$ cat src/rtl/ad7606_pkg.sv
// Shared types and constants for the AD7606 frame packer.
// FRAME_SEQ_EN adds a sequence state and lengthens the frame by one byte.
package ad7606_pkg;

  typedef logic [7:0][15:0] ch_data_t;

  typedef enum logic [2:0] {
    ST_IDLE,
    ST_HDR0,
    ST_HDR1,
`ifdef FRAME_SEQ_EN
    ST_SEQ,
`endif
    ST_DATA,
    ST_CKSUM
  } pack_state_t;

  localparam int FRAME_PAYLOAD_BYTES = 16;
`ifdef FRAME_SEQ_EN
  localparam int FRAME_LEN = 20;
`else
  localparam int FRAME_LEN = 19;
`endif

  localparam logic [15:0] DEFAULT_HEADER = 16'hA55A;

  // Payload byte idx: channel idx/2, high byte on even idx.
  function automatic logic [7:0] payload_byte(input ch_data_t d, input logic [3:0] idx);
    return idx[0] ? d[idx[3:1]][7:0] : d[idx[3:1]][15:8];
  endfunction

endpackage

$ cat src/rtl/freq_tick_gen.sv
// Free-running divider producing a one-cycle tick every CLK_FRE MHz / SEND_FRE Hz cycles.
// Shared with the UART top; no configuration macros.
module freq_tick_gen #(
  parameter int CLK_FRE  = 50,
  parameter int SEND_FRE = 2
) (
  input  logic clk,
  input  logic rst,
  output logic tick_o
);

  localparam int TICK_DIV = CLK_FRE * 1_000_000 / SEND_FRE;
  localparam int CNT_W    = (TICK_DIV > 1) ? $clog2(TICK_DIV) : 1;
  localparam logic [CNT_W-1:0] TC = CNT_W'(TICK_DIV - 1);

  logic [CNT_W-1:0] cnt_q;

  assign tick_o = (cnt_q == TC);

  always_ff @(posedge clk or posedge rst) begin
    if (rst) begin
      cnt_q <= '0;
    end else if (tick_o) begin
      cnt_q <= '0;
    end else begin
      cnt_q <= cnt_q + CNT_W'(1);
    end
  end

endmodule

$ cat src/rtl/ad7606_frame_packer.sv
// Snapshots one 8-channel AD7606 result per send tick and streams it as a header/payload/checksum
// byte frame on a valid/ready interface. Define FRAME_SEQ_EN to insert a rolling sequence byte.
module ad7606_frame_packer
  import ad7606_pkg::*;
#(
  parameter int          CLK_FRE  = 50,
  parameter int          SEND_FRE = 2,
  parameter logic [15:0] HEADER   = DEFAULT_HEADER
) (
  input  logic             clk,
  input  logic             rst,
  input  logic             sample_valid,
  input  logic [7:0][15:0] sample_data,
  output logic [7:0]       tx_data,
  output logic             tx_valid,
  input  logic             tx_ready,
  output logic             frame_busy,
  output logic             frame_drop
);

  // state    | meaning
  // IDLE     | waiting for a pending tick and a fresh sample
  // HDR0     | header high byte on the bus
  // HDR1     | header low byte on the bus
  // SEQ      | sequence byte on the bus (FRAME_SEQ_EN only)
  // DATA     | payload byte idx_q on the bus
  // CKSUM    | checksum byte on the bus

  logic        tick;
  pack_state_t state_q;
  ch_data_t    snap_q;
  logic [3:0]  idx_q;
  logic [7:0]  cksum_q;
  logic        pending_q;
  logic [7:0]  tx_data_q;
  logic        tx_valid_q;
  logic        drop_q;
`ifdef FRAME_SEQ_EN
  logic [7:0]  seq_q;
`endif

  freq_tick_gen #(
    .CLK_FRE (CLK_FRE),
    .SEND_FRE(SEND_FRE)
  ) u_tick (
    .clk   (clk),
    .rst   (rst),
    .tick_o(tick)
  );

  assign tx_data    = tx_data_q;
  assign tx_valid   = tx_valid_q;
  assign frame_drop = drop_q;
  assign frame_busy = (state_q != ST_IDLE);

  always_ff @(posedge clk or posedge rst) begin
    if (rst) begin
      state_q    <= ST_IDLE;
      snap_q     <= '0;
      idx_q      <= '0;
      cksum_q    <= '0;
      pending_q  <= 1'b0;
      tx_data_q  <= '0;
      tx_valid_q <= 1'b0;
      drop_q     <= 1'b0;
`ifdef FRAME_SEQ_EN
      seq_q      <= '0;
`endif
    end else begin
      drop_q <= tick && (pending_q || (state_q != ST_IDLE));

      case (state_q)
        ST_IDLE: begin
          if (pending_q && sample_valid) begin
            snap_q     <= sample_data;
            pending_q  <= 1'b0;
            idx_q      <= '0;
            cksum_q    <= '0;
            tx_data_q  <= HEADER[15:8];
            tx_valid_q <= 1'b1;
            state_q    <= ST_HDR0;
          end else if (tick) begin
            pending_q <= 1'b1;
          end
        end

        default: begin
          if (tx_ready) begin
            case (state_q)
              ST_HDR0: begin
                tx_data_q <= HEADER[7:0];
                state_q   <= ST_HDR1;
              end
              ST_HDR1: begin
`ifdef FRAME_SEQ_EN
                tx_data_q <= seq_q;
                state_q   <= ST_SEQ;
`else
                tx_data_q <= payload_byte(snap_q, 4'd0);
                state_q   <= ST_DATA;
`endif
              end
`ifdef FRAME_SEQ_EN
              ST_SEQ: begin
                cksum_q   <= cksum_q + tx_data_q;
                tx_data_q <= payload_byte(snap_q, 4'd0);
                state_q   <= ST_DATA;
              end
`endif
              ST_DATA: begin
                // Running sum covers every byte already sent; fold in the one leaving now.
                cksum_q <= cksum_q + tx_data_q;
                if (idx_q == 4'(FRAME_PAYLOAD_BYTES - 1)) begin
                  tx_data_q <= cksum_q + tx_data_q;
                  state_q   <= ST_CKSUM;
                end else begin
                  idx_q     <= idx_q + 4'd1;
                  tx_data_q <= payload_byte(snap_q, idx_q + 4'd1);
                end
              end
              ST_CKSUM: begin
                tx_valid_q <= 1'b0;
                state_q    <= ST_IDLE;
`ifdef FRAME_SEQ_EN
                seq_q      <= seq_q + 8'd1;
`endif
              end
              default: begin
                state_q <= ST_IDLE;
              end
            endcase
          end
        end
      endcase
    end
  end

endmodule

$ cat config.mk
export PLATFORM = sky130hd
export DESIGN_NAME = ad7606_frame_packer
export DESIGN_NICKNAME = d
export VERILOG_FILES = /design/src/rtl/ad7606_pkg.sv /design/src/rtl/freq_tick_gen.sv /design/src/rtl/ad7606_frame_packer.sv
export SDC_FILE = /design/constraint.sdc
export NUM_CORES = 1
export LEC_CHECK = 0
export BUFFER_PORTS_ARGS = -buffer_cell sky130_fd_sc_hd__buf_2
export CAP_MARGIN = 25
export CORE_MARGIN = 10
export CORE_UTILIZATION = 51
export DETAILED_ROUTE_END_ITERATION = 6
export PLACE_DENSITY = 0.76
export SLEW_MARGIN = 20
export SYNTH_ARGS = -nofsm -noshare
export SYNTH_HDL_FRONTEND = slang
export SYNTH_SLANG_ARGS = --single-unit
export TNS_END_PERCENT = 10
$ cat constraint.sdc
create_clock -name clk -period 5.05 [get_ports clk]
set_input_delay 0.505 -clock clk [delete_from_list [all_inputs] [get_ports clk]]
set_output_delay 0.505 -clock clk [all_outputs]
set_load 0.1 [all_outputs]
==> run summary, run 1 <==
Worst Clk Skew: 13.4 ps
CP Capture Type: flip-flop
status: completed
Starting Density: 0.517
yosys warns: 0
final setup violating endpoints: 0
Worst-Skew Late Latency: 440 ps
Mapped Area: 8470 um2
hold-fix buffers at CTS: 0
Max IR drop VDD: 416 uV
largest net degree at the start of global routing: 180
Congestion Overflow GR: 0
Peak Freq: 274 MHz
Seq. cell area: 4480 um2
HP Class: in -> reg
IO Pins: 143
RSZ-0062 raised after global routing: false
PwrDens: 506 nW/um2
post-synth cell types: 49
final WL: 21400 um
full die area: 22200 um2
DRC Markers: 0
top-count cell post-synth: nand2_1
CTS Buffer Depth: 2
Vias/cell: 5.38
Synth area leaders: dfrtp_1 53%, nand2_1 17%, mux4_2 6.4%
Post-CTS Setup Bufs: 0
core area: 16400 um2
total CTS buffers: 17
I/O Buffers: 142
Total GRT Usage: 0.194
worst-margin pin slew: 1060 ps
pre-CTS WS: 1360 ps
Seq/Total Area, Yosys: 0.529
Worst-path clk slew: 70 ps
Main synth FF type: dfrtp_1
Die Y: 149 um
total leakage power: 5.22 nW
Final Wtd Congestion: 0.843
CTS Root Cell: clkbuf_16
Filler cells: 1355
post-synth net total: 1040
proportion of layout cells with a drive suffix above 1: 0.210
Avg Synthesized Cell Area: 9.44 um2
fin crit period: 3650 ps
EDFF count, synth: 0
area grow syn2layout: 17.1%
total number of vias: 6736
number of synthesized register bits: 179
initial antenna violation count: 0
number of global-route vias before repair: 6881
crit path max fanout: 16
post-route ant nets: 0
Synth top area share: 0.529
first-pass GRT wire length: 34400 um
post-synth top area cell: dfrtp_1
Die W: 149 um
Final Util: 0.605
TritonCTS clock tree: yes
Setup crit start kind: flip-flop
Setup CP Type: reg -> reg
Resized Gates After CTS: 0
Placed Area: 9360 um2
clock sink total: 179
diode count: 0
headroom to the max-slew limit: 0.294
post-route cell area: 9920 um2
critical path arrival: 3970 ps
max-capacitance violation count: 0
required time of the critical path: 5380 ps
H-tree depth: 4
WL per Instance: 17.1 um
TritonRoute pass-1 iters: 5
Final Hold Fails: 0
Final Non-Filler Cells: 1251
FP Rows: 47
Setup TNS: 0 ps
max-slew violations: 0
multi-input logic area: 3780 um2
dpl hpwl: 15400 um
most instantiated cells after synthesis: 393 x nand2_1, 179 x dfrtp_1, 33 x clkbuf_1
Final Net Count: 1160
Setup WS post-layout: 1400 ps
Period Utilization, post-route: 0.722
Async SR Flop Fraction: 1.00
cell count after synthesis: 898
1st-iter DRT viols: 671
Placed Cells: 1219
[flip-flops by register name (all words and copies together), names as in the netlist]
register / cells
state_q: 3
tx_valid: 1
frame_drop: 1
pending_q: 1
tx_data: 8
cksum_q: 8
u_tick.cnt_q: 25
snap_q: 128
idx_q: 4
[path summary, 6_finish.rpt]
| check | cells after the start | end | slack (ps) | from |
|---|---|---|---|---|
| max | 8 | tx_data[6]$_DFFE_PP0P_ | 1400 | idx_q[0]$_DFFE_PP0P_ |
| min | 3 | snap_q[114]$_DFFE_PP0P_ | 250 | sample_data[114] |
| max reg2reg | 8 | tx_data[6]$_DFFE_PP0P_ | 1400 | idx_q[0]$_DFFE_PP0P_ |
| min reg2reg | 1 | u_tick.cnt_q[4]$_DFF_PP0_ | 470 | u_tick.cnt_q[4]$_DFF_PP0_ |
| max in group asynchronous | 3 | snap_q[53]$_DFFE_PP0P_ | 3910 | rst |
| min in group asynchronous | 3 | snap_q[82]$_DFFE_PP0P_ | 270 | rst |
[kinds of logic after synthesis]
kind of cell	after synthesis	share of synthesized area
simple gates	489	0.232
xor+xnor	32	0.0331
mux	50	0.103
buf+inv	64	0.0310
fa+ha+maj	10	0.0157
compound gates	74	0.0561
flops	179	0.529
[per-stage QoR]
stage	power, mW	hold slack (ps)
2_1_floorplan	3.31	437
3_3_place_gp	3.72	454
3_5_place_dp	3.77	458
4_1_cts	5.03	246
5_1_grt	5.29	245
6_report	5.03	253
[placed cells by master, fill, tap and decap left out, types with 9 or more instances in the layout]
master	n
a21oi_1	16
buf_2	142
clkbuf_16	17
dfrtp_1	179
ha_1	9
inv_1	17
mux2i_1	15
mux4_2	24
nand2_1	393
nand3_1	27
nor2_1	32
o21ai_0	21
xnor2_1	9
xor2_1	21
[routing by layer]
metal	up-vias	routed length, um	global-route usage
li1	3204	-	-
met5	-	0	0
met4	0	432	0.0554
met3	40	1620	0.0579
met1	3237	9560	0.264
met2	255	9760	0.296
[worst max-delay path: stages (launching register included)]
cell and delay (ps):
dfrtp_1 590, ha_1 400, xnor2_2 740, buf_4 370
mux4_1 580, mux4_2 470, nand2_1 80, o2111ai_1 110
a22o_1 200
[layout make-up]
cell class | count | share of cell area
Clock inverter | 14 | 0.0124
Clock buffer | 18 | 0.0443
Tap cell | 220 | 0.0277
Multi-Input combinational cell | 655 | 0.380
Timing Repair Buffer | 147 | 0.0767
Inverter | 18 | 0.00719
Sequential cell | 179 | 0.451
[power by group]
part	internal, mW	total (mW)	switching [mW]
clock network	0.660	1.27	0.606
logic	0.801	1.91	1.11
registers	1.63	1.85	0.217
total	3.09	5.03	1.93
Power figures use the tool's default switching activity.
==> inputs of run 2 (changes only) <==
--- a/config.mk
+++ b/config.mk
@@ -5,12 +5,13 @@
 export SDC_FILE = /design/constraint.sdc
 export NUM_CORES = 1
 export LEC_CHECK = 0
+export ABC_AREA = 1
 export BUFFER_PORTS_ARGS = -buffer_cell sky130_fd_sc_hd__buf_2
 export CAP_MARGIN = 25
 export CORE_MARGIN = 10
-export CORE_UTILIZATION = 51
+export CORE_UTILIZATION = 57
 export DETAILED_ROUTE_END_ITERATION = 6
-export PLACE_DENSITY = 0.76
+export PLACE_DENSITY = 0.8
 export SLEW_MARGIN = 20
 export SYNTH_ARGS = -nofsm -noshare
 export SYNTH_HDL_FRONTEND = slang
==> constraint.sdc (replaced) <==
create_clock -name clk -period 3.6 [get_ports clk]
set_input_delay 0.36 -clock clk [delete_from_list [all_inputs] [get_ports clk]]
set_output_delay 0.36 -clock clk [all_outputs]
set_load 0.1 [all_outputs]
==> run summary, run 2 <==
status: completed
final setup violating endpoints: 0 (unchanged)
Period Utilization, post-route: 0.797 (+0.0748)
top-count cell post-synth: nand2_1
max reg flops: 128 (unchanged)
Peak Freq: 348 MHz (+27%)
diode count: 0 (unchanged)
core area: 15800 um2 (-3.5%)
biggest regs: snap_q: 128 flops, u_tick.cnt_q: 25 flops
CTS Root Cell: clkbuf_16
most frequent cells in the layout: 457 x nand2_1, 179 x dfrtp_1, 155 x o21ai_0
Worst Clk Skew: 7.57 ps (-5.79 ps)
total leakage power: 5.44 nW (+4.2%)
Avg Synthesized Cell Area: 7.61 um2 (-19%)
clock sink total: 179 (unchanged)
CTS Buffer Depth: 2 (unchanged)
DRC Markers: 0 (unchanged)
area grow syn2layout: 16.1%
H-tree depth: 4 (unchanged)
1st-iter DRT viols: 754 (+12%)
Synth top area share: 0.490 (-0.0386)
PwrDens: 891 nW/um2 (+76%)
max-capacitance violation count: 0 (unchanged)
hold-fix buffers at CTS: 0 (unchanged)
HP Class: in -> reg
FP Rows: 46 (-2.1%)
Vias/cell: 5.33 (-1.1%)
WL per Instance: 15.9 um (-6.9%)
hold slack: 123 ps (-131 ps)
yosys warns: 0 (unchanged)
number of synthesized register bits: 179 (unchanged)
Setup crit start kind: flip-flop
post-synth top area cell: dfrtp_1
max-slew violations: 0 (unchanged)
pre-CTS WS: 872 ps (-490 ps)
total CTS buffers: 17 (unchanged)
Starting Density: 0.578 (+0.0610)
largest net degree at the start of global routing: 103 (-43%)
Filler cells: 1343 (-0.89%)
Seq pwr share: 0.348 (-0.020)
IO Pins: 143 (unchanged)
Die W: 147 um (-1.5%)
Main synth FF type: dfrtp_1
dpl hpwl: 18200 um (+18%)
worst-margin pin slew: 944 ps (-114 ps)
crit path max fanout: 30 (+14)
I/O Buffers: 142 (unchanged)
initial antenna violation count: 1 (+1)
headroom to the max-slew limit: 0.369 (+0.0745)
Logic pwr share: 0.441 (+0.060)
cell count after synthesis: 1201 (+34%)
proportion of layout cells with a drive suffix above 1: 0.159 (-0.0513)
Worst-path clk slew: 70 ps (about the same)
fin crit period: 2870 ps (-778 ps)
Setup CP Type: reg -> reg
Die Y: 147 um (-1.5%)
Post-CTS Setup Bufs: 0 (unchanged)
EDFF count, synth: 0 (unchanged)
Final Non-Filler Cells: 1548 (+24%)
Power Total: 9.46 mW (+88%)
post-route ant nets: 0 (unchanged)
Resized Gates After CTS: 0 (unchanged)
switching pwr: 4.16 mW (+110%)
P_int: 5.30 mW (+71%)
post-synth cell types: 41 (-16%)
Congestion Overflow GR: 0 (unchanged)
total number of vias: 8245 (+22%)
TritonRoute pass-1 iters: 6 (+1)
required time of the critical path: 3930 ps (-1450 ps)
first-pass GRT wire length: 40300 um (+17%)
Max IR drop VDD: 439 uV (+5.5%)
most instantiated cells after synthesis: 457 x nand2_1, 179 x dfrtp_1, 155 x o21ai_0
Clock power frac: 0.211 (-0.041)
post-synth net total: 1343 (+29%)
Worst-Skew Late Latency: 430 ps (about the same)
Final Wtd Congestion: 0.923 (+9.5%)
Final Net Count: 1462 (+26%)
CP Capture Type: flip-flop
final WL: 24600 um (+15%)
Setup WS post-layout: 730 ps (-672 ps)
full die area: 21500 um2 (-3.0%)
Synth area leaders: dfrtp_1 49%, nand2_1 19%, o21ai_0 8.5%
Setup TNS: 0 ps (unchanged)
Total GRT Usage: 0.230 (+0.0360)
number of global-route vias before repair: 7908 (+15%)
RSZ-0062 raised after global routing: false
switch share: 0.440 (+0.0548)
Mapped Area: 9140 um2 (+7.9%)
Async SR Flop Fraction: 1.00 (unchanged)
commonest non-fill, non-tap cell in the layout: nand2_1
Final Hold Fails: 0 (unchanged)
critical path arrival: 3200 ps (-770 ps)
Largest Register: snap_q
Seq/Total Area, Yosys: 0.490 (-0.0386)
TritonCTS clock tree: yes
Placed Cells: 1515 (+24%)
==> run 2: changes by cell type in the layout (fill, tap and decap cells not counted), moves of 9 or more <==
| cell | change |
|---|---|
| mux2i_1 | -15 |
| inv_1 | +109 |
| nand3_1 | +38 |
| nand2_1 | +64 |
| xor2_1 | -14 |
| o21ai_0 | +134 |
| nand4_1 | +9 |
| o211ai_1 | +12 |
| mux4_2 | -24 |
==> run 2: final cells by class <==
class / instances / area [um2] / share of cell area
inverter: 134 / 507 / 0.0477
clock inverter: 13 / 198 / 0.0186
clock buffer: 18 / 429 / 0.0404
timing repair buffer: 153 / 846 / 0.0797
sequential: 179 / 4480 / 0.422
multi-input combinational: 835 / 3890 / 0.366
tap: 216 / 270 / 0.0255
==> run 2: power by group through the flow <==
stage          Combinational [mW]  Sequential, mW  Clock (mW)
4_1_cts                      4.14            3.28        2.01
2_1_floorplan                2.84            3.50           0
5_1_grt                      4.71            3.37        2.10
6_report                     4.17            3.29        2.00
3_3_place_gp                 4.01            3.29           0
3_5_place_dp                 4.09            3.31           0
==> run 2: logic make-up (layout without fill, tap and decap cells) <==
kind of cell	Yosys count	count (layout)	share of synthesized area
AND/OR/NAND/NOR	608	608	0.278
AO/OA/AOI/OAI	205	205	0.119
buffers and inverters	187	318	0.0866
flip-flops	179	179	0.490
XOR/XNOR	12	12	0.0115
adder cells (fa/ha/maj)	10	10	0.0145
==> run 2: stage by stage <==
| step | instance area, um2 | utilization |
|---|---|---|
| 2_1_floorplan | 9150 | - |
| 3_3_place_gp | 9940 | 0.628 |
| 3_5_place_dp | 9960 | 0.629 |
| 4_1_cts | 10600 | 0.669 |
| 5_1_grt | 10600 | 0.671 |
| 6_report | 10600 | 0.671 |
==> run 2: critical path, cell delays in order (launching register included) <==
cell      delay (ps)
dfrtp_1          690
ha_4             230
inv_1             40
nand2_1           50
nand2_1          540
buf_4            420
o21ai_0          350
o211ai_1         140
nand3_1          140
nand2_1           50
nand2_1           70
nand2_1           50
==> run 2: worst paths after layout <==
kind	startpoint	end	slack [ps]	cells past startpoint
max	idx_q[0]$_DFFE_PP0P_	tx_data[1]$_DFFE_PP0P_	730	11
max in group asynchronous	rst	snap_q[122]$_DFFE_PP0P_	2540	4
min in group asynchronous	rst	snap_q[30]$_DFFE_PP0P_	420	3
max reg2reg	idx_q[0]$_DFFE_PP0P_	tx_data[1]$_DFFE_PP0P_	730	11
min reg2reg	u_tick.cnt_q[0]$_DFF_PP0_	u_tick.cnt_q[0]$_DFF_PP0_	460	1
min	sample_data[66]	snap_q[66]$_DFFE_PP0P_	120	3
==> run 2: per-layer routing <==
layer	vias to the layer above	track usage	part of all wire
met3	50	0.0532	0.078
met5	-	0	0
li1	4050	-	-
met1	3790	0.309	0.44
met4	0	0.0796	0.026
met2	355	0.358	0.46
==> inputs of run 3 (changes only) <==
--- a/config.mk
+++ b/config.mk
@@ -5,11 +5,11 @@
 export SDC_FILE = /design/constraint.sdc
 export NUM_CORES = 1
 export LEC_CHECK = 0
-export ABC_AREA = 1
+export ABC_AREA = 0
 export BUFFER_PORTS_ARGS = -buffer_cell sky130_fd_sc_hd__buf_2
 export CAP_MARGIN = 25
 export CORE_MARGIN = 10
-export CORE_UTILIZATION = 57
+export CORE_UTILIZATION = 56
 export DETAILED_ROUTE_END_ITERATION = 6
 export PLACE_DENSITY = 0.8
 export SLEW_MARGIN = 20
==> constraint.sdc (replaced) <==
create_clock -name clk -period 2.98 [get_ports clk]
set_input_delay 0.298 -clock clk [delete_from_list [all_inputs] [get_ports clk]]
set_output_delay 0.298 -clock clk [all_outputs]
set_load 0.1 [all_outputs]
==> run summary, run 3 (same netlist as run 1, synthesis figures left out) <==
status: completed
Largest Register: snap_q
Vias/cell: 5.62 (+5.5%)
Period Utilization, post-route: 0.900 (+0.103)
worst-margin pin slew: 950 ps (+5.42 ps)
critical path arrival: 2990 ps (-210 ps)
Final Hold Fails: 0 (unchanged)
final setup violating endpoints: 0 (unchanged)
final WL: 22900 um (-7.0%)
crit path max fanout: 13 (-57%)
Seq. cell area: 4480 um2 (unchanged)
PwrDens: 887 nW/um2 (-0.41%)
1st-iter DRT viols: 595 (-21%)
Die Y: 143 um (-2.5%)
CTS Buffer Depth: 2 (unchanged)
I/O Buffers: 142 (unchanged)
total number of vias: 6898 (-16%)
Congestion Overflow GR: 0 (unchanged)
Setup CP Type: reg -> reg
max-capacitance violation count: 0 (unchanged)
FP Rows: 44 (-4.3%)
Final Wtd Congestion: 0.922 (about the same)
initial antenna violation count: 0 (-1)
WP buf/inv: 1 (-1)
CP top delay family: multiplexers
max reg flops: 128 (unchanged)
diode count: 0 (unchanged)
RSZ-0062 raised after global routing: false
Die W: 143 um (-2.5%)
biggest regs: snap_q: 128 flops, u_tick.cnt_q: 25 flops
multi-input logic area: 3780 um2 (-2.9%)
number of global-route vias before repair: 7061 (-11%)
Final Net Count: 1173 (-20%)
area grow syn2layout: 19.6%
total leakage power: 5.36 nW (-1.5%)
total CTS buffers: 17 (unchanged)
post-route ant nets: 0 (unchanged)
commonest non-fill, non-tap cell in the layout: nand2_1
TritonCTS clock tree: yes
Starting Density: 0.577 (-0.00103)
Worst-Skew Late Latency: 430 ps (about the same)
hold slack: 49.6 ps (-72.9 ps)
Setup crit start kind: flip-flop
WL per Instance: 18.6 um (+17%)
full die area: 20500 um2 (-4.9%)
Worst-path clk slew: 70 ps (about the same)
Filler cells: 1086 (-19%)
Peak Freq: 373 MHz (+7.0%)
Setup TNS: 0 ps (unchanged)
Max IR drop VDD: 546 uV (+24%)
CTS Root Cell: clkbuf_16
worst path cell trace: ha_1 > xnor2_2 > buf_4 > mux4_2 > mux4_2 > nand2_1 > nand2_1
max-slew violations: 0 (unchanged)
clock sink total: 179 (unchanged)
DRC Markers: 0 (unchanged)
dpl hpwl: 16700 um (-7.7%)
Worst Clk Skew: 7.23 ps (-0.339 ps)
CP Capture Type: flip-flop
required time of the critical path: 3290 ps (-640 ps)
HP Class: in -> reg
IO Pins: 143 (unchanged)
fin crit period: 2680 ps (-187 ps)
TritonRoute pass-1 iters: 5 (-1)
largest net degree at the start of global routing: 137 (+33%)
Resized Gates After CTS: 0 (unchanged)
CP max stage cell: mux4_2
Total GRT Usage: 0.229 (-0.000666)
H-tree depth: 4 (unchanged)
Largest stage delay, worst path: 540 ps (-150 ps)
first-pass GRT wire length: 36400 um (-9.5%)
core area: 14700 um2 (-7.1%)
most frequent cells in the layout: 393 x nand2_1, 179 x dfrtp_1, 142 x buf_2
proportion of layout cells with a drive suffix above 1: 0.219 (+0.0602)
headroom to the max-slew limit: 0.367 (-0.00209)
[run 3: final timing paths]
check	startpoint	end	slack [ps]	depth (start not counted)
max in group asynchronous	rst	cksum_q[3]$_DFFE_PP0P_	1680	4
worst min-delay path	sample_data[100]	snap_q[100]$_DFFE_PP0P_	50	3
worst max register to register	idx_q[0]$_DFFE_PP0P_	tx_data[3]$_DFFE_PP0P_	300	7
min in group asynchronous	rst	snap_q[125]$_DFFE_PP0P_	530	3
worst max-delay path	idx_q[0]$_DFFE_PP0P_	tx_data[3]$_DFFE_PP0P_	300	7
worst min register to register	u_tick.cnt_q[4]$_DFF_PP0_	u_tick.cnt_q[4]$_DFF_PP0_	470	1
[run 3: worst reg2reg max path: cells and delay by family, from the launching register on]
| family | cells | cell delay [ps] |
|---|---|---|
| xor gates and xnor gates | 1 | 380 |
| adders and majority gates | 1 | 300 |
| buffers and inverters | 1 | 340 |
| DFF | 1 | 400 |
| muxes | 2 | 1020 |
| and+or+nand+nor | 2 | 140 |
[run 3: power by group]
group	switching [mW]	internal, mW	total [mW]
Clock	0.985	1.58	2.56
Sequential	0.374	2.77	3.14
Combinational	1.88	1.42	3.29
Total	3.23	5.76	9.00
[run 3: per-stage QoR]
stage	instances	util	area (um2)	worst slack, ps	total power, mW
2_1_floorplan	898	-	8480	275	5.61
3_3_place_gp	1195	0.643	9450	418	6.29
3_5_place_dp	1195	0.643	9450	336	6.40
4_1_cts	1228	0.690	10100	293	8.98
5_1_grt	1228	0.690	10100	158	9.42
6_report	1228	0.690	10100	297	9.00
[run 3: final cells by class]
type                    instances  area share
flip-flops and latches        179       0.442
well taps                     184      0.0227
clock inverters                12      0.0214
multi-input cells             655       0.372
repair buffers                160      0.0886
inverters                      18     0.00703
clock buffers                  20      0.0460
[run 3: routing by layer]
metal / GRT usage / routed length, um / up-vias
met4: 0.0934 / 677 / 0
met1: 0.296 / 9360 / 3333
met2: 0.357 / 10800 / 298
met3: 0.0670 / 2100 / 36
met5: 0 / 0 / -
li1: - / - / 3231
[run 3: repair_timing]
| item | 4_1_cts | 5_1_grt |
|---|---|---|
| buffers inserted | 0 | 0 |
| hold buffers | 1 | 0 |
| endpoints found under the hold margin | 28 | 0 |
